### src/rtl/div_unit.sv
// rtl/div_unit.sv - iterative RV32M divider (DIV/DIVU/REM/REMU), restoring, 1 bit per cycle.
// Optional DIV_EARLY_OUT_EN: |rs1| < |rs2| completes on the fast path.
module div_unit #(
    parameter int XLEN = 32
) (
    input  logic            i_clk,
    input  logic            i_rst,
    input  logic            i_valid,
    output logic            o_ready,
    input  logic [1:0]      i_op,
    input  logic [XLEN-1:0] i_rs1_data,
    input  logic [XLEN-1:0] i_rs2_data,
    input  logic [4:0]      i_rd_addr,
    input  logic            i_flush,
    output logic            o_valid,
    input  logic            i_wb_ready,
    output logic [4:0]      o_rd_addr,
    output logic [XLEN-1:0] o_rd_data,
    output logic            o_busy
);

    localparam int CW = $clog2(XLEN);
    localparam logic [XLEN-1:0] MIN_INT = {1'b1, {(XLEN-1){1'b0}}};

    typedef enum logic [1:0] {S_IDLE, S_DIV, S_DONE} state_e;

    state_e          state_q, state_d;
    logic [CW-1:0]   cnt_q, cnt_d;
    logic [XLEN-1:0] rem_q, rem_d, quo_q, quo_d, dvs_q, dvs_d, res_q, res_d;
    logic [4:0]      rd_q, rd_d;
    logic            is_rem_q, is_rem_d, neg_quo_q, neg_quo_d, neg_rem_q, neg_rem_d;

    logic            is_signed, s1, s2, div_zero, ovf, early, fast;
    logic [XLEN-1:0] a_mag, b_mag, fast_quo, fast_rem;
    logic [XLEN:0]   trial, diff;
    logic            geq;
    logic [XLEN-1:0] rem_nx, quo_nx, quo_fin, rem_fin;

    // Operand decode for a request presented this cycle
    always_comb begin
        is_signed = ~i_op[0];
        s1        = is_signed & i_rs1_data[XLEN-1];
        s2        = is_signed & i_rs2_data[XLEN-1];
        a_mag     = s1 ? (~i_rs1_data + 1'b1) : i_rs1_data;
        b_mag     = s2 ? (~i_rs2_data + 1'b1) : i_rs2_data;
        div_zero  = (i_rs2_data == '0);
        ovf       = is_signed && (i_rs1_data == MIN_INT) && (i_rs2_data == '1);
`ifdef DIV_EARLY_OUT_EN
        early     = !div_zero && (a_mag < b_mag);
`else
        early     = 1'b0;
`endif
        fast      = div_zero | ovf | early;
        fast_quo  = div_zero ? '1 : (ovf ? MIN_INT : '0);
        fast_rem  = ovf ? '0 : i_rs1_data;
    end

    // One restoring step: shift {rem,quo} left, keep the difference when no borrow
    always_comb begin
        trial   = {rem_q, quo_q[XLEN-1]};
        diff    = trial - {1'b0, dvs_q};
        geq     = (trial >= {1'b0, dvs_q});
        rem_nx  = geq ? diff[XLEN-1:0] : trial[XLEN-1:0];
        quo_nx  = {quo_q[XLEN-2:0], geq};
        quo_fin = neg_quo_q ? (~quo_nx + 1'b1) : quo_nx;
        rem_fin = neg_rem_q ? (~rem_nx + 1'b1) : rem_nx;
    end

    always_comb begin
        state_d   = state_q;
        cnt_d     = cnt_q;
        rem_d     = rem_q;
        quo_d     = quo_q;
        dvs_d     = dvs_q;
        res_d     = res_q;
        rd_d      = rd_q;
        is_rem_d  = is_rem_q;
        neg_quo_d = neg_quo_q;
        neg_rem_d = neg_rem_q;
        if (i_flush) begin
            state_d = S_IDLE;
        end else begin
            case (state_q)
                S_IDLE: begin
                    // rd=0 requests are consumed without ever producing a result
                    if (i_valid && (i_rd_addr != 5'd0)) begin
                        rd_d      = i_rd_addr;
                        is_rem_d  = i_op[1];
                        neg_quo_d = s1 ^ s2;
                        neg_rem_d = s1;
                        if (fast) begin
                            res_d   = i_op[1] ? fast_rem : fast_quo;
                            state_d = S_DONE;
                        end else begin
                            rem_d   = '0;
                            quo_d   = a_mag;
                            dvs_d   = b_mag;
                            cnt_d   = '0;
                            state_d = S_DIV;
                        end
                    end
                end
                S_DIV: begin
                    rem_d = rem_nx;
                    quo_d = quo_nx;
                    cnt_d = cnt_q + 1'b1;
                    if (cnt_q == CW'(XLEN-1)) begin
                        res_d   = is_rem_q ? rem_fin : quo_fin;
                        state_d = S_DONE;
                    end
                end
                S_DONE: begin
                    if (i_wb_ready) state_d = S_IDLE;
                end
                default: state_d = S_IDLE;
            endcase
        end
    end

    always_ff @(posedge i_clk or negedge i_rst) begin
        if (!i_rst) begin
            state_q   <= S_IDLE;
            cnt_q     <= '0;
            rem_q     <= '0;
            quo_q     <= '0;
            dvs_q     <= '0;
            res_q     <= '0;
            rd_q      <= '0;
            is_rem_q  <= 1'b0;
            neg_quo_q <= 1'b0;
            neg_rem_q <= 1'b0;
        end else begin
            state_q   <= state_d;
            cnt_q     <= cnt_d;
            rem_q     <= rem_d;
            quo_q     <= quo_d;
            dvs_q     <= dvs_d;
            res_q     <= res_d;
            rd_q      <= rd_d;
            is_rem_q  <= is_rem_d;
            neg_quo_q <= neg_quo_d;
            neg_rem_q <= neg_rem_d;
        end
    end

    // o_ready is held low while reset is asserted so every output reads 0
    assign o_ready   = (state_q == S_IDLE) & i_rst;
    assign o_valid   = (state_q == S_DONE);
    assign o_busy    = (state_q != S_IDLE);
    assign o_rd_addr = rd_q;
    assign o_rd_data = res_q;

endmodule

### config.mk
export PLATFORM = sky130hd
export DESIGN_NAME = div_unit
export DESIGN_NICKNAME = d
export VERILOG_FILES = /design/src/rtl/div_unit.sv
export SDC_FILE = /design/constraint.sdc
export NUM_CORES = 1
export LEC_CHECK = 0
export BUFFER_PORTS_ARGS = -buffer_cell sky130_fd_sc_hd__buf_2
export CAP_MARGIN = 20
export CORE_MARGIN = 1.5
export CORE_UTILIZATION = 36
export CTS_CLUSTER_SIZE = 25
export DETAILED_ROUTE_END_ITERATION = 6
export GPL_ROUTABILITY_DRIVEN = 1
export PLACE_DENSITY = 0.53
export SKIP_CTS_REPAIR_TIMING = 1
export SLEW_MARGIN = 20
export SYNTH_ARGS = -nofsm -noshare
export SYNTH_HDL_FRONTEND = slang
export SYNTH_SLANG_ARGS = --single-unit
### constraint.sdc
create_clock -name i_clk -period 9.47 [get_ports i_clk]
set_input_delay 0.947 -clock i_clk [delete_from_list [all_inputs] [get_ports i_clk]]
set_output_delay 0.947 -clock i_clk [all_outputs]
set_load 0.005 [all_outputs]
==> metrics.yaml <==
wl_um: 39950
antenna_found_initial: 1
cts_root_buf: "clkbuf_16"
stdcell_count: 2088
routedWlPerCell_um: 19.13
globalplace.congestion: 0.9102
synth_top_family_by_area: "compound AO/OA/AOI/OAI gates"
drv_cap: 0
final_common_cell: "nand2_1"
path_max_fanout: 45
dp_hpwl_um: 30090
setup_viol: 0
async_flop_share: 1.000
fin_crit_sh: 0.6035
slew_headroom: 0.2905
startpoint_type: "flip-flop"
fillers: 3443
via_count: 11783
rsz0062_at_grt: "no"
die_y_um: 185.4
synth-edff-count: 0
synth-main-ff-cell: "dfrtp_1"
min_path_type: "input pin to asynchronous set/reset pin"
top_layer: "met4"
ioPinCount: 116
grt_max_degree: 71
powerDensity_nw_per_um2: 254.8
die_x_um: 185.4
synth-seq-area-share: 0.2987
path_cells: "ha_1 -> a21o_1 -> a31oi_1 -> a21oi_1 -> o211a_1 -> or3_2 -> clkinv_1 -> buf_4 -> ha_1 -> nand2b_1 -> nand2b_1 -> or2_1 -> or4_1 -> o31ai_4 -> nor3b_1 -> a21o_1 -> a221o_1 -> a311oi_1 -> o21a_1"
syn-cell-area_um2: 11980
drtIter0Drc: 771
drc: 0
drtAntennaViolNets: 0
start_util: 0.3673
h-tree-depth: 4
ys_seq_elements: 143
timing_max_transition_violations_final: 0
nets: 1748
overflow: 0
critical_path.top_delay_family: "compound AO/OA/AOI/OAI gates"
yosys.area.top_type: "dfrtp_1"
status: "finished, final reports clean"
drive_gt1_frac: 0.1173
placed_cell_area_um2: 12890
cp_slowest_cell: "or3_2"
yosysWarningCount: 0
hold_viol_final: 0
rows: 66
cp_data_arrival_time_ps: 6090
grt_pass1_wl_um: 62810
worstMarginPinSlew_ps: 1064
synth_adder_area_share: 0.04240
r2r-end: "o_rd_data[30]$_DFFE_PN0P_"
crit_buf_inv: 2
grt_usage: 0.2369
syn_inst: 1580
syn-num-nets: 1696
finalClockSkew_ps: 15.04
ys_types: 72
reg2regPathDepth: 19
synth_compound_area_frac: 0.2648
wl_met2_um: 18860
portBuffers: 115
yosys.area_share.simple: 0.2231
placed_cells: 2055
cts_buffers: 17
timing.fmax_mhz: 175.0
drt_first_pass_iters: 5
die-area_um2: 34380
wirelength_met1_um: 18320
wl_met3_um: 1558
area_delta_synth_final_pct: 12.66
grt_pass1_vias: 11183
worstSetupPathType: "flip-flop to flip-flop"
yosysTopAreaCellShare: 0.2987
crit_path_end_kind: "flip-flop"
rr_startpoint: "rem_q[3]$_DFFE_PN0P_"
final_cell_area_um2: 13500
cts_num_sinks: 143
max_stage_delay_ps: 610
muxShareOfSynthArea: 0.02674
irDropWorstVdd_mv: 0.1349
required_ps: 9850
clk_latency_ps: 440
r2r_slack_ps: 3760
p_leak_nw: 5.814
cts_tree: "yes"
vias_per_cell: 5.643
core_um2: 32620
post-route-min-period_ps: 5715
mostFrequentLayoutCells: "199 x nand2_1, 171 x o21ai_0, 162 x a21oi_1"
cts_buffer_depth: 2
avgSynthCellArea_um2: 7.582
synth_xor_area_frac: 0.09358
path_clk_slew_ps: 70
fin_tns_setup_ps: 0
ys_top_cells_by_area: "dfrtp_1 30%, o21ai_0 7.2%, a21oi_1 6.8%"
==> how the worst max path moves through the flow <==
stage,start,to,slack [ps],cells past startpoint
floorplan,rem_q[3]$_DFFE_PN0P_,o_rd_data[30]$_DFFE_PN0P_,4240,23
global placement,rem_q[3]$_DFFE_PN0P_,o_rd_data[30]$_DFFE_PN0P_,3990,19
detailed placement,rem_q[3]$_DFFE_PN0P_,o_rd_data[30]$_DFFE_PN0P_,3910,19
CTS,rem_q[3]$_DFFE_PN0P_,o_rd_data[30]$_DFFE_PN0P_,3820,19
global route,rem_q[3]$_DFFE_PN0P_,o_rd_data[30]$_DFFE_PN0P_,3460,19
finish,rem_q[3]$_DFFE_PN0P_,o_rd_data[30]$_DFFE_PN0P_,3760,19
==> per-layer routing <==
| metal | up-vias | global-route usage |
|---|---|---|
| met5 | - | 0 |
| met4 | 0 | 0.08846 |
| met2 | 286 | 0.3888 |
| met3 | 55 | 0.03618 |
| li1 | 5815 | - |
| met1 | 5627 | 0.3131 |
==> sequential cells by signal, indices dropped and copies added, names as in the netlist, 2 cells and up <==
name and count:
rem_q 32, cnt_q 5, o_rd_addr 5, o_rd_data 32, quo_q 32, dvs_q 32
state_q 2
==> cells in the mapped netlist, drive strengths merged (17+ instances only) <==
cell type,count
nand2,199
mux2i,23
clkbuf,80
dfrtp,143
nand2b,19
ha,39
o31ai,43
a211oi,21
nor2,138
inv,59
nand3,26
a21oi,162
xor2,64
buf,17
xnor2,64
o21ai,174
nand4,23
nor4,26
nor3,38
or3,24
==> per-stage QoR <==
step	hold WS [ps]	setup WS, ps	utilization	power (mW)
3_5_place_dp	462.0	3910	0.3952	2.710
4_1_cts	412.5	3823	0.4137	3.448
2_1_floorplan	467.3	4239	-	2.201
6_report	406.8	3755	0.4138	3.439
5_1_grt	423.7	3457	0.4137	3.708
3_3_place_gp	458.9	3990	0.3950	2.702
==> cells by family after synthesis <==
| group | after synthesis |
|---|---|
| compound gates | 521 |
| simple gates | 559 |
| flops | 143 |
| buf+inv | 158 |
| xor+xnor | 128 |
| fa+ha+maj | 40 |
| mux | 31 |
==> cell type report <==
| type | instances | area [um^2] | area share |
|---|---|---|---|
| Antenna cell | 1 | 2.502 | 0.0001854 |
| Clock buffer | 18 | 439.2 | 0.03254 |
| Clock inverter | 14 | 163.9 | 0.01214 |
| Inverter | 61 | 229.0 | 0.01696 |
| Multi-Input combinational cell | 1279 | 7836 | 0.5806 |
| Sequential cell | 143 | 3578 | 0.2651 |
| Tap cell | 442 | 553.0 | 0.04098 |
| Timing Repair Buffer | 130 | 694.4 | 0.05145 |
==> worst register-to-register path, cell delays in order, from the launching register on <==
cell and delay [ps]:
dfrtp_1 420, ha_1 440, a21o_1 250, a31oi_1 300, a21oi_1 150, o211a_1 240, or3_2 610, clkinv_1 120
buf_4 410, ha_1 260, nand2b_1 90, nand2b_1 260, or2_1 300, or4_1 580, o31ai_4 300, nor3b_1 80
a21o_1 190, a221o_1 260, a311oi_1 250, o21a_1 150
==> report_power, final <==
| part | switching, mW | total, mW | internal [mW] |
|---|---|---|---|
| clock network | 0.298 | 0.719 | 0.421 |
| registers | 0.126 | 0.855 | 0.729 |
| logic | 1.17 | 1.86 | 0.690 |
| total | 1.60 | 3.44 | 1.84 |
Power figures use the tool's default switching activity.
